## src/rtl/ps2_host_tx.sv

```systemverilog
// PS/2 host-to-device transmitter: inhibits the bus, issues a request-to-send,
// shifts a command byte (LSB first, odd parity, stop) on device clock falls,
// then checks the device ACK. A watchdog aborts a stalled transaction.
//
// state     | meaning
// ----------+----------------------------------------------------------
// S_IDLE    | bus released, waiting for send_valid
// S_INHIBIT | host holds CLK low; last cycle also pulls DAT low (start)
// S_REQUEST | CLK released, DAT low, waiting for the first device fall
// S_SHIFT   | presenting data0..7, parity, stop on successive falls
// S_ACK     | waiting for the 11th fall to sample the device ACK bit
// S_RELEASE | waiting for both lines to float high before going idle
module ps2_host_tx #(
  parameter int INHIBIT_CYCLES = 5000,
  parameter int TIMEOUT_CYCLES = 1000000
) (
  input  logic       clk,
  input  logic       reset,
  input  logic       send_valid,
  input  logic [7:0] send_data,
  output logic       send_ready,
  input  logic       ps2_clk_in,
  input  logic       ps2_dat_in,
  output logic       ps2_clk_oe,
  output logic       ps2_dat_oe,
  output logic       busy,
  output logic       done,
  output logic       error
);

  localparam int INH_W = $clog2(INHIBIT_CYCLES + 1);
  localparam int WD_W  = $clog2(TIMEOUT_CYCLES + 1);
  localparam logic [INH_W-1:0] INH_LOAD = INH_W'(INHIBIT_CYCLES - 1);
  localparam logic [WD_W-1:0]  WD_LAST  = WD_W'(TIMEOUT_CYCLES - 1);
  localparam logic [3:0] BIT_MAX  = 4'd11;
  localparam logic [3:0] BIT_STOP = 4'd9;

  typedef enum logic [2:0] {
    S_IDLE,
    S_INHIBIT,
    S_REQUEST,
    S_SHIFT,
    S_ACK,
    S_RELEASE
  } state_t;

  state_t           r_state;
  logic             r_clk_oe;
  logic             r_dat_oe;
  logic             r_done;
  logic             r_error;
  logic [INH_W-1:0] r_inh_cnt;
  logic [WD_W-1:0]  r_wd;
  logic [3:0]       r_bit_idx;
  logic [9:0]       r_frame;

  logic r_clk_s1, r_clk_s2, r_clk_d;
  logic r_dat_s1, r_dat_s2;

  logic       w_fall;
  logic       w_wd_expired;
  logic       w_frame_bit;
  logic [3:0] w_bit_next;

  // Two-flop synchronizers plus a delayed copy of CLK for edge detection;
  // all reset to 1 so an idle bus never looks like a fall.
  always_ff @(posedge clk) begin
    if (reset) begin
      r_clk_s1 <= 1'b1;
      r_clk_s2 <= 1'b1;
      r_clk_d  <= 1'b1;
      r_dat_s1 <= 1'b1;
      r_dat_s2 <= 1'b1;
    end else begin
      r_clk_s1 <= ps2_clk_in;
      r_clk_s2 <= r_clk_s1;
      r_clk_d  <= r_clk_s2;
      r_dat_s1 <= ps2_dat_in;
      r_dat_s2 <= r_dat_s1;
    end
  end

  assign w_fall       = r_clk_d & ~r_clk_s2;
  assign w_wd_expired = (r_wd == WD_LAST);
  assign w_frame_bit  = (r_bit_idx <= BIT_STOP) ? r_frame[r_bit_idx] : 1'b1;
  assign w_bit_next   = (r_bit_idx == BIT_MAX) ? BIT_MAX : r_bit_idx + 4'd1;

  // Transaction FSM with registered line enables and status pulses.
  always_ff @(posedge clk) begin
    if (reset) begin
      r_state   <= S_IDLE;
      r_clk_oe  <= 1'b0;
      r_dat_oe  <= 1'b0;
      r_done    <= 1'b0;
      r_error   <= 1'b0;
      r_inh_cnt <= '0;
      r_wd      <= '0;
      r_bit_idx <= '0;
      r_frame   <= '0;
    end else begin
      r_done  <= 1'b0;
      r_error <= 1'b0;
      case (r_state)
        S_IDLE: begin
          if (send_valid) begin
            // frame = {stop, odd parity, data}; bit 0 goes out first
            r_frame   <= {1'b1, ~^send_data, send_data};
            r_inh_cnt <= INH_LOAD;
            r_clk_oe  <= 1'b1;
            r_dat_oe  <= 1'b0;
            r_state   <= S_INHIBIT;
          end
        end
        S_INHIBIT: begin
          // falls seen here are our own CLK pull-down, so they are ignored
          if (r_inh_cnt != '0) begin
            r_inh_cnt <= r_inh_cnt - 1'b1;
          end else if (!r_dat_oe) begin
            r_dat_oe <= 1'b1;
          end else begin
            r_clk_oe  <= 1'b0;
            r_bit_idx <= '0;
            r_wd      <= '0;
            r_state   <= S_REQUEST;
          end
        end
        S_REQUEST, S_SHIFT: begin
          if (w_wd_expired) begin
            r_clk_oe <= 1'b0;
            r_dat_oe <= 1'b0;
            r_error  <= 1'b1;
            r_state  <= S_IDLE;
          end else begin
            r_wd <= r_wd + 1'b1;
            if (w_fall) begin
              r_dat_oe  <= ~w_frame_bit;
              r_bit_idx <= w_bit_next;
              r_state   <= (r_bit_idx == BIT_STOP) ? S_ACK : S_SHIFT;
            end
          end
        end
        S_ACK: begin
          if (w_wd_expired) begin
            r_clk_oe <= 1'b0;
            r_dat_oe <= 1'b0;
            r_error  <= 1'b1;
            r_state  <= S_IDLE;
          end else begin
            r_wd <= r_wd + 1'b1;
            if (w_fall) begin
              r_done    <= ~r_dat_s2;
              r_error   <= r_dat_s2;
              r_bit_idx <= w_bit_next;
              r_state   <= S_RELEASE;
            end
          end
        end
        S_RELEASE: begin
          if (w_wd_expired) begin
            r_clk_oe <= 1'b0;
            r_dat_oe <= 1'b0;
            r_error  <= 1'b1;
            r_state  <= S_IDLE;
          end else begin
            r_wd <= r_wd + 1'b1;
            if (r_clk_s2 && r_dat_s2) begin
              r_state <= S_IDLE;
            end
          end
        end
        default: begin
          r_clk_oe <= 1'b0;
          r_dat_oe <= 1'b0;
          r_state  <= S_IDLE;
        end
      endcase
    end
  end

  assign send_ready = (r_state == S_IDLE);
  assign busy       = (r_state != S_IDLE);
  assign ps2_clk_oe = r_clk_oe;
  assign ps2_dat_oe = r_dat_oe;
  assign done       = r_done;
  assign error      = r_error;

endmodule
```

## config.mk

```make
export PLATFORM = sky130hd
export DESIGN_NAME = ps2_host_tx
export DESIGN_NICKNAME = d
export VERILOG_FILES = /design/src/rtl/ps2_host_tx.sv
export SDC_FILE = /design/constraint.sdc
export NUM_CORES = 1
export LEC_CHECK = 0
export BUFFER_PORTS_ARGS = -buffer_cell sky130_fd_sc_hd__buf_2
export CAP_MARGIN = 25
export CELL_PAD_IN_SITES_DETAIL_PLACEMENT = 2
export CELL_PAD_IN_SITES_GLOBAL_PLACEMENT = 2
export CORE_ASPECT_RATIO = 0.75
export CORE_UTILIZATION = 37
export DETAILED_ROUTE_END_ITERATION = 10
export PLACE_DENSITY_LB_ADDON = 0.25
export SYNTH_ARGS = -nofsm -noshare
export SYNTH_HDL_FRONTEND = slang
export SYNTH_SLANG_ARGS = --single-unit
export TNS_END_PERCENT = 5
```

## constraint.sdc

```tcl
create_clock -name clk -period 2.36 [get_ports clk]
set_clock_uncertainty 0.2 [all_clocks]
set_input_delay 0.354 -clock clk [delete_from_list [all_inputs] [get_ports clk]]
set_output_delay 0.354 -clock clk [all_outputs]
set_load 0.02 [all_outputs]
```

==> impl_results.md, run 1 <==
* CTS max path bufs at 2
* GRT met1 Usage at between 30% and 40%
* P_leak at ~1.4 nW
* Drt drc at 0
* I/O pin cnt at 19
* Power share of the clock group at 47.4%
* Cell taking the most area after synthesis: dfxtp_1
* Crit path max fanout at 6
* Max Cap Viol at 0
* First-pass GRT wire length at roughly 18000 um
* Max Freq at 0.431 GHz
* Sink Count at slightly below 60
* Die area at ~0.0090 mm^2
* CP Capture Type: flop
* Footprint of the multi-input gates at just under 0.002 mm^2
* Post-synth top flop: dfxtp_1
* Post-Place Cells at between 500 and 600
* GPL Wtd Cong at between 0.8 and 0.9
* Comb power frac at between 10% and 20%
* Pwr Density at 821 mW/mm^2
* Grt met2 use at around 47%
* Total GRT Usage at 27.9%
* Core ar. at slightly above 0.008 mm^2
* DP HPWL at 7400 um
* Clk Latency, worst-skew pair at between 300 and 400 ps
* # nets final at between 400 and 500
* Top post-synthesis cells by area: dfxtp_1 37%, nand2_1 6.0%, a21oi_1 5.2%
* Worst Path Arrival at about 2400 ps
* Fin cells at approximately 520
* Vias per cell at roughly 6.1
* Synthesized Nets at between 300 and 400
* Root buf cell: clkbuf_16
* Min Hold Slack at 6.27 ps
* Asr flop ratio synth at 0%
* Initial antenna violation count at 0
* Worst min path class: in2reg
* Status: finished clean
* DIE HEIGHT at approximately 80 um
* Sequential power share at approximately a third
* Vias after detailed routing at 3210
* FF+latch count, synth at just under 60
* Wirelength per Cell at 23.1 um
* Switching Power at around 0.00094 W
* Top cells by count, synth: 59 x dfxtp_1, 51 x nand2_1, 33 x a21oi_1, 20 x nand3_1, 18 x nor2_1
* Rows at 28
* Quantity of hold-fixing buffers added after cts at 0
* R2R Setup Slk at roughly 38 ps
* Clock slew at reported path FFs at around 60 ps
* Net Sw Frac at 28.8%
* P_int at approximately 0.0023 W
* Antenna Cells at 0
* Final core occ at 48.6%
* Worst r2r src: r_state[1]
* Final wirelength at about 12000 um
* Pin count of the biggest net entering global routing at 31
* Initial Utilization at roughly two fifths
* Critical Path Start Type: flop
* Count leader, synth: dfxtp_1
* TritonCTS Buffers at 9
* Final Hold Fails at 0
* EDFF count, synth at 0
* Seq/Total Area, Yosys at a little under two fifths
* Die Width at about 110 um
* Yosys top cell area share at 37.0%
* Clock H-tree levels at 3
* Overflow after GRT at 0
* Final ANT Viol Nets at 0
* Worst r2r path cells at 6
* Initial DRC count at 193
* CTS tree: done
* Max IR drop VDD at about 0.51 mV
* Synthesized area at between 0.003 and 0.004 mm^2
* Cells after synthesis at ~370
* # fillers at 882
* Area Growth Syn to Fin at 23.7%
* Vias in the first global route at 3278
* Ratio of cells with drive above 1 in the final layout at a little under a quarter
* Final setup violation count at 0
* Reg area at approximately 0.0012 mm^2
* Worst hold stages at 2
* Worst-case headroom to the max-slew limit at about three fifths
* Synth Warn # at 0
* Tcrit/Tclk final at between 90% and 100%
* Reg2reg end: r_bit_idx[2]
* Met3 Usage GRT at between 5 and 6%
* Measured slew at the worst slew-check pin at slightly below 600 ps
* Worst EP required at between 2000 and 2500 ps
* Port bufs at 18
* Fin crit period at approximately 2300 ps
* Max Slew Vio Count at 0
* Synth unique cells at between 50 and 60
* Min-delay src: ps2_dat_in
* Synthesized area per cell at 8.54 um^2
* First-pass iteration count of the detailed router at 4
* Hold path endpoint: r_dat_s1
* Crit Path Class: reg2reg
* GRT Max-Usage Layer: met2
==> registers in the layout (all words and copies together), names as in the netlist, 3 cells and up <==
signal     flops
r_state        3
r_frame       10
r_inh_cnt     13
r_bit_idx      4
r_wd          20
==> power groups by stage <==
stage                     sequential, W  combinational (W)  clock [W]
after floorplan                 0.00113           0.000339          0
after global placement          0.00114           0.000464          0
after detailed placement        0.00115           0.000490          0
after CTS                       0.00113           0.000539    0.00154
after global routing            0.00114           0.000610    0.00160
final                           0.00114           0.000569    0.00154
==> logic make-up after synthesis <==
logic type               Yosys count  synth area share, %
buffers and inverters             29                 4.15
AND/OR/NAND/NOR                  158                 27.0
adder cells (fa/ha/maj)            6                 2.35
flip-flops                        59                 37.0
XOR/XNOR                          12                 3.29
AO/OA/AOI/OAI                    100                 22.3
multiplexers                      10                 3.92
==> timing repair <==
action,4_1_cts,5_1_grt
resized for setup,6,8
buffers inserted,0,4
pin swaps,1,2
endpoints found under the setup margin,17,22
hold endpoints to repair,0,0
==> cell type report <==
type / instances / share of cell area (%)
clock inverters: 3 / 1.71
well taps: 105 / 3.32
clock buffers: 13 / 7.09
inverters: 11 / 1.08
flip-flops and latches: 59 / 29.9
multi-input cells: 286 / 48.9
repair buffers: 46 / 8.01
==> metrics by stage <==
| stage | worst slack, ps | TNS (ps) | power, W | cell area, um^2 |
|---|---|---|---|---|
| 4_1_cts | 6.22 | 0 | 0.00322 | 3890 |
| 6_report | 37.8 | 0 | 0.00324 | 3950 |
| 5_1_grt | -38.0 | -90.8 | 0.00335 | 3950 |
| 3_3_place_gp | 175 | 0 | 0.00160 | 3520 |
| 2_1_floorplan | 179 | 0 | 0.00147 | 3190 |
| 3_5_place_dp | -61.8 | -176 | 0.00164 | 3520 |
==> routing by layer <==
metal	wire length, um	vias to the layer above	part of all wire, %
met1	5700	1653	47
met2	5850	62	48
met4	187	0	1.5
li1	-	1475	-
met5	0	-	0
met3	353	20	2.9
==> cell usage in the layout, fill, tap and decap left out, types with 3 or more instances in the layout <==
master and count:
clkbuf_8 4, inv_1 7, clkbuf_16 9, and3_1 5
a211oi_1 3, o21ai_0 11, nor4_1 6, nand2_1 51
buf_2 18, a31oi_1 6, ha_1 5, a2111o_1 6
nor3_2 3, a311oi_1 4, o2111ai_1 8, mux2i_1 8
buf_4 26, or4_1 5, or3_1 4, nor2_1 18
nand4_1 6, a21o_1 3, or2_2 8, o211ai_1 4
a22o_1 3, xnor2_1 11, dfxtp_1 58, nand3_1 20
a21oi_1 32, nor3_1 6, nand2b_1 7
==> worst max path at each step <==
stage,startpoint,to,slack [ps]
after floorplan,r_inh_cnt[0],r_bit_idx[2],180
after global placement,r_inh_cnt[0],r_bit_idx[2],180
after detailed placement,r_inh_cnt[1],r_wd[18],-60
after CTS,r_inh_cnt[1],r_wd[7],6
after global routing,r_inh_cnt[1],r_state[0],-40
final,r_state[1],r_bit_idx[2],40
==> worst max-delay path: stages, from the launching register on <==
cell and delay (ps):
dfxtp_1 420, buf_4 200, nor2b_1 340, o21a_1 290, o211a_1 310, nor4bb_2 330
a221o_1 170
Note: power is estimated with default switching activity, not from simulation.
==> inputs of run 2 (changes only) <==
- clock period: 2.36 -> 2.65 ns (I/O delays scaled with it)
==> run 2 against run 1 <==
  * Register-to-register slack better by 190 ps
  * Die area is the same
  * Sequential cell count is the same
==> impl_results.md, run 2 (synthesis results as in run 1) <==
* Area after DPL at 0.00341 mm^2 (was 0.00352 mm^2)
* Critical Path Start Type: flop (unchanged)
* Area Growth Syn to Fin at 15.5% (was 23.7%)
* Initial DRC count at 119 (was 193)
* Setup WS post-layout at 225 ps (was 37.8 ps)
* Sink Count at 59 (unchanged)
* GPL Wtd Cong at 0.812 (was 0.808)
* Clk Latency, worst-skew pair at 330 ps (was 350 ps)
* Vias per cell at 5.88 (was 6.14)
* Post-Place Cells at 490 (was 503)
* First-pass GRT wire length at 16700 um (was 18500 um)
* Core ar. at 0.00813 mm^2 (unchanged)
* Final Hold Fails at 0 (unchanged)
* Max reg flops at 20 (unchanged)
* Crit path max-delay cell type: a21oi_1 (was dfxtp_1)
* Fin cells at 506 (was 523)
* Setup TNS Final at 0 ps (unchanged)
* Worst-case headroom to the max-slew limit at 42.5% (was 60.1%)
* DP HPWL at 7250 um (was 7400 um)
* Most frequent cells in the layout: 59 x dfxtp_1, 51 x nand2_1, 33 x a21oi_1, 20 x nand3_1 (was 58 x dfxtp_1, 51 x nand2_1, 32 x a21oi_1, 26 x buf_4, 20 x nand3_1)
* Min-delay src: ps2_clk_in (was ps2_dat_in)
* Measured slew at the worst slew-check pin at 863 ps (was 596 ps)
* Cell area after layout at 0.00369 mm^2 (was 0.00395 mm^2)
* Rows at 28 (unchanged)
* Quantity of hold-fixing buffers added after cts at 0 (unchanged)
* Fin crit period at 2420 ps (was 2320 ps)
* Drt drc at 0 (unchanged)
* Overflow after GRT at 0 (unchanged)
* CTS max path bufs at 2 (unchanged)
* Max Cap Viol at 0 (unchanged)
* Antenna Cells at 0 (unchanged)
* Wirelength per Cell at 20.4 um (was 23.1 um)
* Clock H-tree levels at 3 (unchanged)
* RSZ-0062 raised after global routing: false
* Die Width at 109 um (unchanged)
* Initial antenna violation count at 0 (unchanged)
* Total GRT Usage at 25.1% (was 27.9%)
* Final wirelength at 10300 um (was 12100 um)
* Max IR drop VDD at 0.414 mV (was 0.512 mV)
* # nets final at 415 (was 432)
* Root buf cell: clkbuf_16 (unchanged)
* Status: finished clean (unchanged)
* Port bufs at 18 (unchanged)
* TritonCTS Buffers at 9 (unchanged)
* Vias after detailed routing at 2977 (was 3210)
* Regs by FF count: r_wd (20), r_inh_cnt (13), r_frame (10) (unchanged)
* Leading cell type in the layout, fill and taps excluded: dfxtp_1 (unchanged)
* Dpl ws at 174 ps (was -61.8 ps)
* First-pass iteration count of the detailed router at 4 (unchanged)
* Die area at 0.00901 mm^2 (unchanged)
* Max Freq at 0.412 GHz (was 0.431 GHz)
* Bufs and invs on worst path at 1 (unchanged)
* Post-CTS Setup Inserts at 0 (unchanged)
* Critical path cell sequence: inv_1 > ha_1 > nor4bb_1 > and4_1 > a21oi_1 > nand2b_1 > mux2i_1 (was buf_4 > nor2b_1 > o21a_1 > o211a_1 > nor4bb_2 > a221o_1)
* Crit Path Class: reg2reg (unchanged)
* Crit path from: r_inh_cnt[0] (was r_state[1])
* Worst min path class: in2reg (unchanged)
* Largest Register: r_wd (unchanged)
* Clock slew at reported path FFs at 50 ps (was 60 ps)
* Ratio of cells with drive above 1 in the final layout at 17.5% (was 23.4%)
* CP delay by family, top: compound AO/OA/AOI/OAI gates (unchanged)
* Vias in the first global route at 3221 (was 3278)
* Worst r2r src: r_inh_cnt[0] (was r_state[1])
* Final ANT Viol Nets at 0 (unchanged)
* Final setup violation count at 0 (unchanged)
* I/O pin cnt at 19 (unchanged)
* Max Slew Vio Count at 0 (unchanged)
* P_leak at 1.30 nW (was 1.43 nW)
* Tcrit/Tclk final at 91.5% (was 98.4%)
* Worst EP required at 2690 ps (was 2440 ps)
* Slowest stage delay, CP at 710 ps (was 420 ps)
* Crit path max fanout at 11 (was 6)
* CP Capture Type: flop (unchanged)
* CTS tree: done (unchanged)
* Pwr Density at 681 mW/mm^2 (was 821 mW/mm^2)
* Initial Utilization at 39.3% (unchanged)
* DIE HEIGHT at 82.5 um (unchanged)
* Pin count of the biggest net entering global routing at 26 (was 31)
* Worst Path Arrival at 2470 ps (was 2400 ps)
[run 2: final cells by class]
| type | instances | area [um^2] |
|---|---|---|
| Fill cell | 901 | 4440 |
| Tap cell | 105 | 131 |
| Sequential cell | 59 | 1180 |
| Inverter | 11 | 42.5 |
| Timing Repair Buffer | 29 | 173 |
| Multi-Input combinational cell | 286 | 1890 |
| Clock inverter | 2 | 10.0 |
| Clock buffer | 14 | 264 |
[run 2: repair_timing]
| item | 4_1_cts | 5_1_grt |
|---|---|---|
| endpoints found under the hold margin | 0 | 0 |
| gates resized for setup | 0 | 1 |
| endpoints found under the setup margin | 0 | 1 |
[run 2: per-layer routing]
layer | routed length [um] | track usage [%] | up-vias | share of wire, %
met5 | 0 | 0 | - | 0
met2 | 4780 | 42.4 | 28 | 46
met1 | 5170 | 32.2 | 1490 | 50
li1 | - | - | 1446 | -
met3 | 252 | 5.49 | 13 | 2.4
met4 | 134 | 7.60 | 0 | 1.3
[run 2: power breakdown]
group | leakage, nW | total [W] | switching [W] | internal (W)
Clock | 0.137 | 0.00107 | 0.000394 | 0.000680
Combinational | 0.678 | 0.000437 | 0.000270 | 0.000167
Sequential | 0.481 | 0.00100 | 0.0000588 | 0.000943
Total | 1.30 | 0.00251 | 0.000723 | 0.00179
[run 2: final timing paths]
| kind | cells past startpoint | end | slack, ps |
|---|---|---|---|
| max reg2reg | 7 | r_wd[19] | 230 |
| min | 2 | r_clk_s1 | 50 |
| min reg2reg | 1 | r_dat_s2 | 210 |
| max | 7 | r_wd[19] | 230 |
[run 2: worst register-to-register path, cell delays in order, from the launching register on]
cell	delay, ps
dfxtp_1	350
inv_1	100
ha_1	230
nor4bb_1	150
and4_1	260
a21oi_1	710
nand2b_1	120
mux2i_1	210
[run 2: per-stage QoR]
step	util, %	power [W]	hold WS (ps)
2_1_floorplan	-	0.00131	189
3_3_place_gp	41.9	0.00142	200
3_5_place_dp	41.9	0.00145	207
4_1_cts	45.3	0.00254	45.3
5_1_grt	45.4	0.00262	53.0
6_report	45.4	0.00251	53.9
==> inputs of run 3 (changes only) <==
- CORE_UTILIZATION: 37 -> 34
- clock period: 2.65 -> 2.05 ns (I/O delays scaled with it)
==> run 3 against run 2 <==
  * The flow now finishes with violations (setup timing)
  * Count of clock-buffer cells in the layout unchanged
  * Design area up 23%
  * Non-clock buffer count up 67
  * Clock power up 35%
  * Core utilization up 4.7 points
  * Via count up 27%
  * Worst hold slack worse by 23 ps
  * Global-route usage up 6.3 points
  * Sequential share of layout area down 5.8 points
==> impl_results.md, run 3 (synthesis results as in run 1) <==
* Drt drc at 0 (unchanged)
* Root buf cell: clkbuf_16 (unchanged)
* Pwr Density at 795 mW/mm^2 (was 681 mW/mm^2)
* Initial DRC count at 278 (was 119)
* Rows at 30 (was 28)
* Leading cell type in the layout, fill and taps excluded: buf_4 (was dfxtp_1)
* P_leak at 1.71 nW (was 1.30 nW)
* Sequential power share at 36.6% (was 39.9%)
* Vias in the first global route at 4001 (was 3221)
* Clock slew at reported path FFs at 60 ps (was 50 ps)
* Final Hold Fails at 0 (unchanged)
* # nets final at 482 (was 415)
* CP Capture Type: flop (unchanged)
* CTS max path bufs at 2 (unchanged)
* Dpl ws at -184 ps (was 174 ps)
* RSZ-0062 raised after global routing: true (was false)
* Worst min path class: in2reg (unchanged)
* Crit path max fanout at 12 (was 11)
* Regs by FF count: r_wd (20), r_inh_cnt (13), r_frame (10) (unchanged)
* Vias after detailed routing at 3780 (was 2977)
* Crit Path Class: reg2reg (unchanged)
* First-pass iteration count of the detailed router at 4 (unchanged)
* P_int at 0.00243 W (was 0.00179 W)
* Max Slew Vio Count at 0 (unchanged)
* DP HPWL at 8610 um (was 7250 um)
* DIE HEIGHT at 85.9 um (was 82.5 um)
* Net Sw Frac at 32.9% (was 28.8%)
* I/O pin cnt at 19 (unchanged)
* Final setup violation count at 43 (was 0)
* Critical Path Start Type: flop (unchanged)
* Clock H-tree levels at 3 (unchanged)
* Max Cap Viol at 0 (unchanged)
* Status: finished with violations (was finished clean)
* Antenna Cells at 0 (unchanged)
* Die area at 0.00979 mm^2 (was 0.00901 mm^2)
* Setup TNS Final at -4990 ps (was 0 ps)
* Fin crit period at 2310 ps (was 2420 ps)
* Initial Utilization at 35.2% (was 39.3%)
* Pin count of the biggest net entering global routing at 24 (was 26)
* Sink Count at 59 (unchanged)
* Area Growth Syn to Fin at 42.5% (was 15.5%)
* Total GRT Usage at 31.4% (was 25.1%)
* Clk Latency, worst-skew pair at 340 ps (was 330 ps)
* TritonCTS Buffers at 9 (unchanged)
* Worst EP required at 2090 ps (was 2690 ps)
* CTS tree: done (unchanged)
* Power share of the clock group at 39.9% (was 42.7%)
* Tcrit/Tclk final at 113% (was 91.5%)
* Worst Path Arrival at 2350 ps (was 2470 ps)
* Setup WS post-layout at -264 ps (was 225 ps)
* Comb power frac at 23.6% (was 17.4%)
* Final ANT Viol Nets at 0 (unchanged)
* Max Freq at 0.432 GHz (was 0.412 GHz)
* First-pass GRT wire length at 22900 um (was 16700 um)
* Worst-case headroom to the max-slew limit at 47.9% (was 42.5%)
* Switching Power at 0.00119 W (was 0.000723 W)
* Ratio of cells with drive above 1 in the final layout at 37.8% (was 17.5%)
* Overflow after GRT at 0 (unchanged)
* Max reg flops at 20 (unchanged)
* Largest Register: r_wd (unchanged)
* Wirelength per Cell at 29.1 um (was 20.4 um)
* Min Hold Slack at 31.1 ps (was 53.9 ps)
* Max IR drop VDD at 0.334 mV (was 0.414 mV)
* Core ar. at 0.00908 mm^2 (was 0.00813 mm^2)
* GPL Wtd Cong at 0.773 (was 0.812)
* Port bufs at 18 (unchanged)
* Final wirelength at 17400 um (was 10300 um)
* Vias per cell at 6.34 (was 5.88)
* Failing checks: setup timing
* Total Power at 0.00362 W (was 0.00251 W)
* Initial antenna violation count at 0 (unchanged)
* Measured slew at the worst slew-check pin at 780 ps (was 863 ps)
* Most frequent cells in the layout: 70 x buf_4, 51 x dfxtp_1, 50 x nand2_1, 28 x a21oi_1 (was 59 x dfxtp_1, 51 x nand2_1, 33 x a21oi_1, 20 x nand3_1)
* Die Width at 114 um (was 109 um)
## run 3: cell types whose count changed in the layout (fill, tap and decap cells not counted), sizes merged
cell,previous run,this run
buf,29,94
dlygate4sd3,0,2
## run 3: power groups by stage
stage,registers [W],clock network [W],logic [W]
after floorplan,0.00130,0,0.000414
after global placement,0.00131,0,0.000648
after detailed placement,0.00132,0,0.000694
after CTS,0.00130,0.00145,0.000754
after global routing,0.00132,0.00150,0.000881
final,0.00132,0.00144,0.000852
## run 3: worst max-delay path, stage by stage (launching register included)
cell and delay (ps):
dfxtp_2 350, nor4b_4 390, nand4_2 200, buf_4 200, o21ai_4 230, buf_12 150, buf_16 130, nand3_1 150
a31oi_2 210
## run 3: layout make-up
| cell class | instances | area [um^2] |
|---|---|---|
| timing repair buffer | 96 | 746 |
| inverter | 11 | 46.3 |
| sequential | 59 | 1190 |
| clock inverter | 2 | 10.0 |
| fill | 975 | 4530 |
| clock buffer | 14 | 264 |
| tap | 128 | 160 |
| multi-input combinational | 286 | 2130 |
## run 3: stage by stage
step | cells | utilization (%) | instance area (um^2)
final | 596 | 50.1 | 4550
after global routing | 596 | 50.1 | 4550
after CTS | 595 | 48.8 | 4430
after detailed placement | 571 | 43.3 | 3930
after global placement | 571 | 43.3 | 3930
after floorplan | 374 | - | 3240
## run 3: timing repair
item	CTS	global route
hold endpoints to repair	2	0
hold buffers	2	0
pin swaps	12	10
cloned	1	0
setup buffers	5	1
gates resized for setup	38	21
endpoints found under the setup margin	36	39
## run 3: worst paths after layout
path                startpoint          to  slack (ps)  cells past startpoint
setup / recovery       r_wd[8]    r_wd[12]        -260                      8
hold / removal    send_data[2]  r_frame[2]          30                      3
setup reg to reg       r_wd[8]    r_wd[12]        -260                      8
hold reg to reg       r_dat_s1    r_dat_s2         230                      1
## run 3: routing by layer
metal  global-route usage (%)  vias up  share of wire (%)
met5                        0        -                  0
met4                     16.8        0                4.7
met3                     6.36       77                6.0
met2                     53.3      200                 47
met1                     37.5     1928                 42
li1                         -     1575                  -
